==> src/rtl/riscv_trap_controller.sv <==
// Machine-mode trap controller: prioritises misaligned-address flags, captures mepc/mcause/mtval,
// flushes and redirects fetch to mtvec, and handles mret. Define RISCV_TRAP_MTVAL_EN to build mtval.
module riscv_trap_controller #(
  parameter int unsigned     XLEN        = 64,
  parameter logic [XLEN-1:0] MTVEC_RESET = '0
) (
  input  logic            i_riscv_trap_clk,
  input  logic            i_riscv_trap_rst_n,
  input  logic            i_riscv_trap_inst_addr_misaligned,
  input  logic            i_riscv_trap_load_addr_misaligned,
  input  logic            i_riscv_trap_store_addr_misaligned,
  input  logic [XLEN-1:0] i_riscv_trap_pc,
  input  logic [XLEN-1:0] i_riscv_trap_fault_addr,
  input  logic            i_riscv_trap_mret,
  input  logic            i_riscv_trap_csr_we,
  input  logic [11:0]     i_riscv_trap_csr_addr,
  input  logic [XLEN-1:0] i_riscv_trap_csr_wdata,
  output logic [XLEN-1:0] o_riscv_trap_csr_rdata,
  output logic            o_riscv_trap_flush,
  output logic            o_riscv_trap_redirect,
  output logic [XLEN-1:0] o_riscv_trap_redirect_pc,
  output logic            o_riscv_trap_busy
);

  localparam logic [11:0] ADDR_MTVEC  = 12'h305;
  localparam logic [11:0] ADDR_MEPC   = 12'h341;
  localparam logic [11:0] ADDR_MCAUSE = 12'h342;
  localparam logic [11:0] ADDR_MTVAL  = 12'h343;

  typedef enum logic [1:0] {StIdle, StTrap, StVector, StReturn} state_e;

  state_e          state_q;
  logic [XLEN-1:0] mtvec_q;
  logic [XLEN-1:0] mepc_q;
  logic [XLEN-1:0] mcause_q;
`ifdef RISCV_TRAP_MTVAL_EN
  logic [XLEN-1:0] mtval_q;
`else
  logic            unused_fault;
  assign unused_fault = ^i_riscv_trap_fault_addr;
`endif

  logic            any_flag;
  logic [XLEN-1:0] cause;
  logic            unused_pc_lsb;

  assign any_flag      = i_riscv_trap_inst_addr_misaligned | i_riscv_trap_load_addr_misaligned |
                         i_riscv_trap_store_addr_misaligned;
  assign unused_pc_lsb = i_riscv_trap_pc[0];

  // Interrupt bit is always 0: only synchronous exceptions reach this block.
  always_comb begin
    cause = '0;
    if (i_riscv_trap_inst_addr_misaligned) begin
      cause = XLEN'(0);
    end else if (i_riscv_trap_load_addr_misaligned) begin
      cause = XLEN'(4);
    end else if (i_riscv_trap_store_addr_misaligned) begin
      cause = XLEN'(6);
    end
  end

  always_comb begin
    o_riscv_trap_csr_rdata = '0;
    case (i_riscv_trap_csr_addr)
      ADDR_MTVEC:  o_riscv_trap_csr_rdata = mtvec_q;
      ADDR_MEPC:   o_riscv_trap_csr_rdata = mepc_q;
      ADDR_MCAUSE: o_riscv_trap_csr_rdata = mcause_q;
`ifdef RISCV_TRAP_MTVAL_EN
      ADDR_MTVAL:  o_riscv_trap_csr_rdata = mtval_q;
`else
      ADDR_MTVAL:  o_riscv_trap_csr_rdata = '0;
`endif
      default:     o_riscv_trap_csr_rdata = '0;
    endcase
  end

  always_ff @(posedge i_riscv_trap_clk) begin
    if (!i_riscv_trap_rst_n) begin
      state_q                  <= StIdle;
      mtvec_q                  <= MTVEC_RESET;
      mepc_q                   <= '0;
      mcause_q                 <= '0;
`ifdef RISCV_TRAP_MTVAL_EN
      mtval_q                  <= '0;
`endif
      o_riscv_trap_flush       <= 1'b0;
      o_riscv_trap_busy        <= 1'b0;
      o_riscv_trap_redirect    <= 1'b0;
      o_riscv_trap_redirect_pc <= '0;
    end else begin
      o_riscv_trap_flush       <= 1'b0;
      o_riscv_trap_busy        <= 1'b0;
      o_riscv_trap_redirect    <= 1'b0;
      o_riscv_trap_redirect_pc <= '0;
      unique case (state_q)
        StIdle: begin
          // Exception beats mret and suppresses the CSR write of the faulting instruction.
          if (any_flag) begin
            state_q            <= StTrap;
            mepc_q             <= {i_riscv_trap_pc[XLEN-1:1], 1'b0};
            mcause_q           <= cause;
`ifdef RISCV_TRAP_MTVAL_EN
            mtval_q            <= i_riscv_trap_fault_addr;
`endif
            o_riscv_trap_flush <= 1'b1;
            o_riscv_trap_busy  <= 1'b1;
          end else if (i_riscv_trap_mret) begin
            state_q                  <= StReturn;
            o_riscv_trap_flush       <= 1'b1;
            o_riscv_trap_busy        <= 1'b1;
            o_riscv_trap_redirect    <= 1'b1;
            o_riscv_trap_redirect_pc <= mepc_q;
          end else if (i_riscv_trap_csr_we) begin
            case (i_riscv_trap_csr_addr)
              ADDR_MTVEC:  mtvec_q  <= {i_riscv_trap_csr_wdata[XLEN-1:2], 2'b00};
              ADDR_MEPC:   mepc_q   <= {i_riscv_trap_csr_wdata[XLEN-1:1], 1'b0};
              ADDR_MCAUSE: mcause_q <= i_riscv_trap_csr_wdata;
`ifdef RISCV_TRAP_MTVAL_EN
              ADDR_MTVAL:  mtval_q  <= i_riscv_trap_csr_wdata;
`endif
              default: ;
            endcase
          end
        end
        StTrap: begin
          state_q                  <= StVector;
          o_riscv_trap_flush       <= 1'b1;
          o_riscv_trap_busy        <= 1'b1;
          o_riscv_trap_redirect    <= 1'b1;
          o_riscv_trap_redirect_pc <= mtvec_q;
        end
        StVector: state_q <= StIdle;
        StReturn: state_q <= StIdle;
        default:  state_q <= StIdle;
      endcase
    end
  end

endmodule

==> config.mk <==
export PLATFORM = sky130hd
export DESIGN_NAME = riscv_trap_controller
export DESIGN_NICKNAME = d
export VERILOG_FILES = /design/src/rtl/riscv_trap_controller.sv
export SDC_FILE = /design/constraint.sdc
export NUM_CORES = 1
export LEC_CHECK = 0
export ABC_AREA = 1
export ABC_CLOCK_PERIOD_IN_PS = 2050
export CAP_MARGIN = 20
export CORE_MARGIN = 2
export CORE_UTILIZATION = 48
export CTS_BUF_LIST = sky130_fd_sc_hd__clkbuf_4 sky130_fd_sc_hd__clkbuf_8 sky130_fd_sc_hd__clkbuf_16
export DETAILED_ROUTE_END_ITERATION = 8
export PLACE_DENSITY_LB_ADDON = 0.08
export SYNTH_ARGS = -nofsm -noshare
export SYNTH_HDL_FRONTEND = slang
export SYNTH_SLANG_ARGS = --single-unit
export TNS_END_PERCENT = 1
==> constraint.sdc <==
create_clock -name i_riscv_trap_clk -period 2.05 [get_ports i_riscv_trap_clk]
set_input_delay 0.41 -clock i_riscv_trap_clk [delete_from_list [all_inputs] [get_ports i_riscv_trap_clk]]
set_output_delay 0.41 -clock i_riscv_trap_clk [all_outputs]
set_load 0.005 [all_outputs]
==> key figures, run 1 <==
Yosys
  – Avg Inst Size Synth: 6.60 sq um
  – Post-Synth XOR/XNOR Area: 0%
  – Largest family of logic cells by synthesized area: simple AND/OR/NAND/NOR gates
  – Synth Area in Compound Gates: 12.1%
  – Mapped Nets: 1977
  – Post-synth cell types: 24
  – Post-Synthesis Cells: 1766
  – Sequential share of the synthesized area: 44.0%
  – Seq cells post-synth: 256
  – Post-Syn Area: 11700 sq um
  – Mux contribution to synthesized area: 0%
  – Post-Synth Simple-Gate Area: 33.7%
  – Syn. warnings: 0
  – Post-Synth Adder-Cell Area: 0%

Setup path
  – Worst Path Required: 1640 ps
  – Crit path to: o_riscv_trap_csr_rdata[31]
  – Setup crit start: i_riscv_trap_csr_addr[11]
  – CP arrival: 1760 ps
  – R2r endpoint: mepc_q[21]
  – Reg2Reg Depth: 8
  – CP Class: in -> out
  – Crit end category: output port
  – Flop-to-flop setup slack: 450 ps
  – Worst r2r src: state_q[1]
  – CP Launch Type: input pin
  – Critical Path Fanout Max: 9

Clocking
  – Cts bufs inserted: 28
  – Clk buf depth: 3
  – Clk slew on worst S/H paths: 60 ps
  – CTS Sinks: 256
  – # H-tree levels: 1
  – CTS tree: done
  – CTS Hold Bufs: 0
  – Root buffer cell: clkbuf_16
  – Clk Latency, worst-skew pair: 540 ps

Timing
  – RSZ-0062 raised after global routing: true
  – Final period util: 106%
  – Slew @ Worst Pin: 693 ps
  – Final WS setup: -120 ps
  – Hold Violations, Final: 0
  – Setup violation total in the final timing report: 62
  – Final Max Slew Viols: 0
  – Final Skew: 9.38 ps
  – Final min period: 2170 ps
  – Fmax achieved: 461 MHz
  – Final hold slack: 276 ps
  – Slew headroom: 53.8%

Min path
  – Hold Path Class: in -> reg

Layout
  – Nets: 2247
  – Area Growth Syn to Fin: 39.1%
  – Final design utilization: 67.2%
  – Ratio of cells with drive above 1 in the final layout: 13.6%

Routing
  – Vias/cell: 5.13
  – DR iter-0 viols: 986
  – Post-route DRC: 0
  – Routed WL: 39300 um
  – 1st-pass router iterations: 5
  – Via Count: 12200
  – Antenna Nets Post-Route: 0
  – WL per Instance: 16.5 um

Floorplanning
  – Rows: 57
  – CORE AREA: 24100 sq um
  – Starting Density: 48.3%
  – Die height: 160 um
  – Die span in x: 160 um
  – Die area: 25500 sq um
  – I/O pins: 342

Run
  – MaxCap Viol Count: 0

Placement
  – Port Buffers: 275
  – Hpwl dp: 23700 um
  – Routability cong.: 0.834
  – DP Worst Slack: -866 ps

GRT
  – Global-route wire length before repair: 61500 um
  – Largest net degree at the start of global routing: 123
  – Initial antenna violation count: 4
  – Total track usage: 29.8%
  – Vias in the first global route: 11600
  – Total gr overflow: 0

Outcome
  – Failing checks: setup timing
  – Status: finished, violations left

Power
  – Tot Pwr: 12.8 mW
  – Leak: 7.45 nW
  – PwrDens: 792 nW/um^2
  – Worst vdd ir: 454 uV
==> synthesized netlist by cell type (all sizes together) <==
cell type | count | area share, %
conb | 1 | 0.032
inv | 148 | 4.8
o211ai | 62 | 4.0
clkbuf | 55 | 1.8
nand3 | 37 | 1.6
a22oi | 62 | 4.0
nor3 | 2 | 0.18
dfxtp | 256 | 44
or2 | 1 | 0.054
a21oi | 31 | 1.3
nor2 | 425 | 14
buf | 63 | 3.6
o21ai | 65 | 2.8
nand2 | 556 | 18
clkinv | 2 | 0.075
==> logic make-up after synthesis <==
logic type | after synthesis
AND/OR/NAND/NOR | 1021
buffers and inverters | 268
flip-flops | 256
AO/OA/AOI/OAI | 220
other | 1
==> registers in the layout, summed over array words and instances (netlist names) <==
register	count
o_riscv_trap_redirect	1
mepc_q	63
o_riscv_trap_busy	1
mcause_q	64
mtvec_q	62
o_riscv_trap_redirect_pc	63
state_q	2
==> power breakdown <==
group	internal [mW]	switching (mW)
Combinational	0.817	1.23
Sequential	5.34	0.191
Clock	3.18	2.08
==> stage by stage <==
stage	TNS, ps	std cells	instance area, sq um
CTS	-3730	2380	16100
finish	-3680	2384	16200
global placement	-98540	2302	14900
global route	-8010	2383	16200
floorplan	0	1766	11700
detailed placement	-99830	2302	14900
==> worst max-delay path: stages <==
cell and delay [ps]:
buf_6 90, inv_2 40, nand2_2 60, nor2_4 150, buf_6 140, nand3_4 90
clkinvlp_4 230, clkbuf_16 230, nand2_2 50, o211ai_1 110, buf_2 170
==> layer usage <==
| metal | track usage, % | share of wire, % | vias to the layer above |
|---|---|---|---|
| li1 | - | - | 6027 |
| met4 | 9.62 | 2.5 | 0 |
| met5 | 0 | 0 | - |
| met3 | 5.87 | 8.7 | 72 |
| met2 | 51.2 | 48 | 544 |
| met1 | 37.7 | 41 | 5584 |
==> timing repair <==
item                                    4_1_cts  5_1_grt
cloned                                       10        2
gates resized for setup                     361       36
endpoints found under the setup margin       64       64
pin swaps                                    41       39
buffers inserted                             20        1
==> final cells by class <==
cell class | instances | area (sq um)
fill | 2181 | 7900
multi-input combinational | 1242 | 5510
sequential | 256 | 5120
timing repair buffer | 358 | 3610
clock buffer | 39 | 826
inverter | 150 | 581
tap | 324 | 405
clock inverter | 11 | 140
antenna | 4 | 10.0
==> cells in the final DEF, fill, tap and decap left out, types with 42 or more instances in the layout <==
master and instances:
a22oi_1 62, nand2_1 512, clkdlybuf4s50_1 198, dfxtp_1 256
o211ai_1 62, inv_1 137, o21ai_0 65, nor2_1 416
nand2_2 42, buf_2 67
==> how the worst min path moves through the flow <==
stage | slack, ps | endpoint | cells past startpoint | from
floorplan | 420 | o_riscv_trap_redirect_pc[1] | 2 | mepc_q[1]
global placement | 440 | o_riscv_trap_redirect_pc[1] | 2 | mepc_q[1]
detailed placement | 440 | o_riscv_trap_redirect_pc[1] | 2 | mepc_q[1]
CTS | 270 | o_riscv_trap_redirect_pc[19] | 3 | i_riscv_trap_rst_n
global route | 290 | o_riscv_trap_redirect_pc[15] | 3 | i_riscv_trap_rst_n
finish | 280 | o_riscv_trap_redirect_pc[19] | 3 | i_riscv_trap_rst_n
Power figures use the tool's default switching activity.
==> run 2, diff against run 1 <==
- ABC_AREA: 1 -> not set
- CORE_UTILIZATION: 48 -> 47
==> run 2 against run 1 <==
Against the previous run:
- clock power shrank 2%
- critical endpoint is now o_riscv_trap_csr_rdata[8]
- the flow still finishes with violations (setup timing)
- setup slack lost 510 ps
- first-iteration DRC count grew 46%
- core utilization grew 2.5 points
- highest routed layer unchanged
- critical path type unchanged
- via count shrank 0.97%
- largest cell class is now flip-flops and latches
- maximum frequency shrank 19%
- clock skew shrank 1.8 ps
- area after synthesis shrank 6.8%
- register-to-register slack lost 390 ps
- sequential power shrank 4.3%
==> key figures, run 2 <==
Outcome
  – Status: finished, violations left (unchanged)
  – Failing checks: setup timing (unchanged)

Yosys
  – Largest cells by area after synthesis: dfxtp_1 47%, nand2_1 6.6%, o21ai_0 5.8%, a222oi_1 5.7%, a311oi_1 5.1% (was dfxtp_1 44%, nand2_1 18%, nor2_1 14%, inv_1 4.7%, a22oi_1 4.0%)
  – Post-synth cell types: 35 (was 24)
  – Top cells by count, synth: 256 x dfxtp_1, 191 x nand2_1, 126 x o21ai_0 (was 551 x nand2_1, 420 x nor2_1, 256 x dfxtp_1)
  – Synth area leader: dfxtp_1 (unchanged)
  – Post-Synthesis Cells: 1333 (was 1766)
  – Post-Synth XOR/XNOR Area: 0% (unchanged)
  – Synth top area share: 47.2% (was 44.0%)
  – Most frequent cell after synthesis: dfxtp_1 (was nand2_1)
  – Post-Synth Simple-Gate Area: 20.9% (was 33.7%)
  – Post-Syn Area: 10900 sq um (was 11700 sq um)
  – Syn. warnings: 0 (unchanged)
  – Avg Inst Size Synth: 8.15 sq um (was 6.60 sq um)
  – Post-Synth Adder-Cell Area: 0% (unchanged)
  – Mapped Nets: 1544 (was 1977)
  – Largest family of logic cells by synthesized area: compound AO/OA/AOI/OAI gates (was simple AND/OR/NAND/NOR gates)
  – Sequential share of the synthesized area: 47.2% (was 44.0%)
  – Synth Area in Compound Gates: 23.9% (was 12.1%)
  – Async S/R FF share, synth: 0% (unchanged)
  – Ys flop type: dfxtp_1 (unchanged)
  – Number of flops mapped to enable cells by yosys: 0 (unchanged)
  – Mux contribution to synthesized area: 0.0921% (was 0%)
  – Seq cells post-synth: 256 (unchanged)

Clocking
  – CTS Sinks: 256 (unchanged)
  – CTS tree: done (unchanged)
  – # H-tree levels: 1 (unchanged)
  – Clk slew on worst S/H paths: 60 ps (about the same)
  – Clk buf depth: 3 (unchanged)
  – Cts bufs inserted: 28 (unchanged)
  – Clk Latency, worst-skew pair: 530 ps (was 540 ps)
  – Root buffer cell: clkbuf_16 (unchanged)

Timing
  – Slew @ Worst Pin: 532 ps (was 693 ps)
  – Setup violation total in the final timing report: 64 (was 62)
  – Slew headroom: 64.6% (was 53.8%)
  – Final period util: 131% (was 106%)
  – Final min period: 2680 ps (was 2170 ps)
  – Final Max Slew Viols: 0 (unchanged)
  – Final hold slack: 277 ps (was 276 ps)
  – Fmax achieved: 373 MHz (was 461 MHz)
  – Final WS setup: -628 ps (was -120 ps)
  – RSZ-0062 raised after global routing: true (unchanged)
  – Final setup TNS: -34660 ps (was -3680 ps)
  – Final Skew: 7.55 ps (was 9.38 ps)
  – Hold Violations, Final: 0 (unchanged)

Floorplanning
  – Die area: 24400 sq um (was 25500 sq um)
  – Starting Density: 48.0% (was 48.3%)
  – I/O pins: 342 (unchanged)
  – Die height: 156 um (was 160 um)
  – CORE AREA: 22600 sq um (was 24100 sq um)
  – Rows: 55 (was 57)
  – Die span in x: 156 um (was 160 um)

Routing
  – Metal3 WL: 5280 um (was 3400 um)
  – Post-route DRC: 0 (unchanged)
  – Via Count: 12100 (was 12200)
  – 1st-pass router iterations: 8 (was 5)
  – WL per Instance: 21.8 um (was 16.5 um)
  – Metal1 wirelength: 16100 um (was 16200 um)
  – Antenna Nets Post-Route: 0 (unchanged)
  – DR iter-0 viols: 1435 (was 986)
  – Metal2 WL: 18900 um (was 18700 um)
  – Max layer used: met4 (unchanged)
  – Vias/cell: 6.32 (was 5.13)
  – Routed WL: 41700 um (was 39300 um)

GRT
  – Total gr overflow: 0 (unchanged)
  – Total track usage: 32.3% (was 29.8%)
  – Global-route wire length before repair: 63000 um (was 61500 um)
  – Initial antenna violation count: 1 (was 4)
  – Largest net degree at the start of global routing: 63 (was 123)
  – Vias in the first global route: 11600 (about the same)

Setup path
  – Worst Path Required: 1640 ps (about the same)
  – Slowest-stage cell, CP: or4b_4 (was clkinvlp_4)
  – CP arrival: 2270 ps (was 1760 ps)
  – Most used cell, CP: buf_6
  – Delay-heaviest family, CP: simple AND/OR/NAND/NOR gates (was buffers and inverters)
  – Critical Path Fanout Max: 8 (was 9)
  – CP Class: in -> out (unchanged)
  – WP buf/inv: 6 (unchanged)
  – Crit end category: output port (unchanged)
  – CP peak stage delay: 550 ps (was 230 ps)
  – Worst path cell trace: buf_6 > or4b_4 > buf_6 > nor4_4 > buf_6 > buf_4 > a222oi_1 > inv_1 > clkdlybuf4s15_2 (was buf_6 > inv_2 > nand2_2 > nor2_4 > buf_6 > nand3_4 > clkinvlp_4 > clkbuf_16 > nand2_2 > o211ai_1 > buf_2)
  – CP Launch Type: input pin (unchanged)

Layout
  – Footprint of the multi-input gates: 5010 sq um (was 5510 sq um)
  – Ratio of cells with drive above 1 in the final layout: 16.8% (was 13.6%)
  – Largest register FFs: 64 (unchanged)
  – Most frequent cells in the layout: 254 x dfxtp_1, 198 x clkdlybuf4s50_1, 191 x nand2_1, 123 x o21ai_0, 68 x nor2_1 (was 512 x nand2_1, 416 x nor2_1, 256 x dfxtp_1, 198 x clkdlybuf4s50_1, 137 x inv_1)
  – Biggest register: mcause_q (unchanged)
  – Fin cells: 1916 (was 2384)
  – Area Growth Syn to Fin: 45.3% (was 39.1%)
  – Biggest regs: mcause_q: 64 flops, mepc_q: 63 flops, o_riscv_trap_redirect_pc: 63 flops (unchanged)
  – Nets: 1820 (was 2247)
  – Layout filler cell count: 1843 (was 2181)
  – Commonest non-fill, non-tap cell in the layout: dfxtp_1 (was nand2_1)
  – FF+latch area: 5130 sq um (was 5120 sq um)

Placement
  – Port Buffers: 275 (unchanged)
  – Hpwl dp: 24800 um (was 23700 um)
  – Number of placed cells counting well taps: 1832 (was 2302)
  – Routability cong.: 0.834 (about the same)

Power
  – Tot Pwr: 11.8 mW (was 12.8 mW)
  – Worst vdd ir: 534 uV (was 454 uV)
  – PwrDens: 750 nW/um^2 (was 792 nW/um^2)
  – Leak: 6.21 nW (was 7.45 nW)

Min path
  – Hold Path Class: in -> reg (unchanged)

Run
  – MaxCap Viol Count: 0 (unchanged)
==> run 2: cell type report <==
class | count | share of cell area, %
Antenna cell | 1 | 0.0159
Clock buffer | 45 | 5.71
Clock inverter | 6 | 0.349
Inverter | 63 | 1.51
Multi-Input combinational cell | 860 | 31.7
Sequential cell | 256 | 32.5
Tap cell | 285 | 2.26
Timing Repair Buffer | 400 | 25.9
==> run 2: tightest hold or removal path, stage by stage <==
cell	delay [ps]
buf_4	200
nand2_1	90
o21ai_0	60
==> run 2: per-layer routing <==
layer  vias up  GRT usage [%]
met5         -              0
met4         0           11.4
met3       104           7.69
met2       887           52.5
met1      5673           42.1
li1       5445              -
==> run 2: where the power goes <==
group	internal (mW)	switching [mW]	leakage (nW)	total, mW
sequential	5.15	0.136	2.08	5.29
combinational	0.638	0.773	3.64	1.41
clock	3.12	2.02	0.488	5.14
total	8.91	2.93	6.21	11.8
==> run 2: timing repair <==
item,in CTS,in global routing
buffers inserted,10,18
endpoints found under the hold margin,0,0
resized for setup,225,75
pin swaps,13,42
hold buffers,0,0
endpoints found under the setup margin,208,138
cloned,3,5
==> run 2: cells by family (layout without fill, tap and decap cells) <==
| logic type | Yosys count | count (layout) |
|---|---|---|
| and+or+nand+nor | 480 | 480 |
| AOI/OAI and AO/OA | 378 | 378 |
| DFF | 256 | 256 |
| buffers and inverters | 217 | 514 |
| other | 1 | 2 |
| muxes | 1 | 1 |
==> run 2: final timing paths <==
path / startpoint / to / slack, ps / depth (start not counted)
max reg2reg: state_q[0] / mepc_q[6] / 60 / 6
min: i_riscv_trap_rst_n / mcause_q[2] / 280 / 3
max: i_riscv_trap_csr_addr[3] / o_riscv_trap_csr_rdata[8] / -630 / 9
min reg2reg: mcause_q[48] / mcause_q[48] / 460 / 2
==> run 2: per-stage QoR <==
step	worst slack, ps	utilization [%]	instance area (sq um)
2_1_floorplan	-188	-	11000
3_3_place_gp	-1020	64.6	14600
3_5_place_dp	-1090	64.6	14600
4_1_cts	-878	69.2	15700
5_1_grt	-662	69.7	15800
6_report	-628	69.7	15800
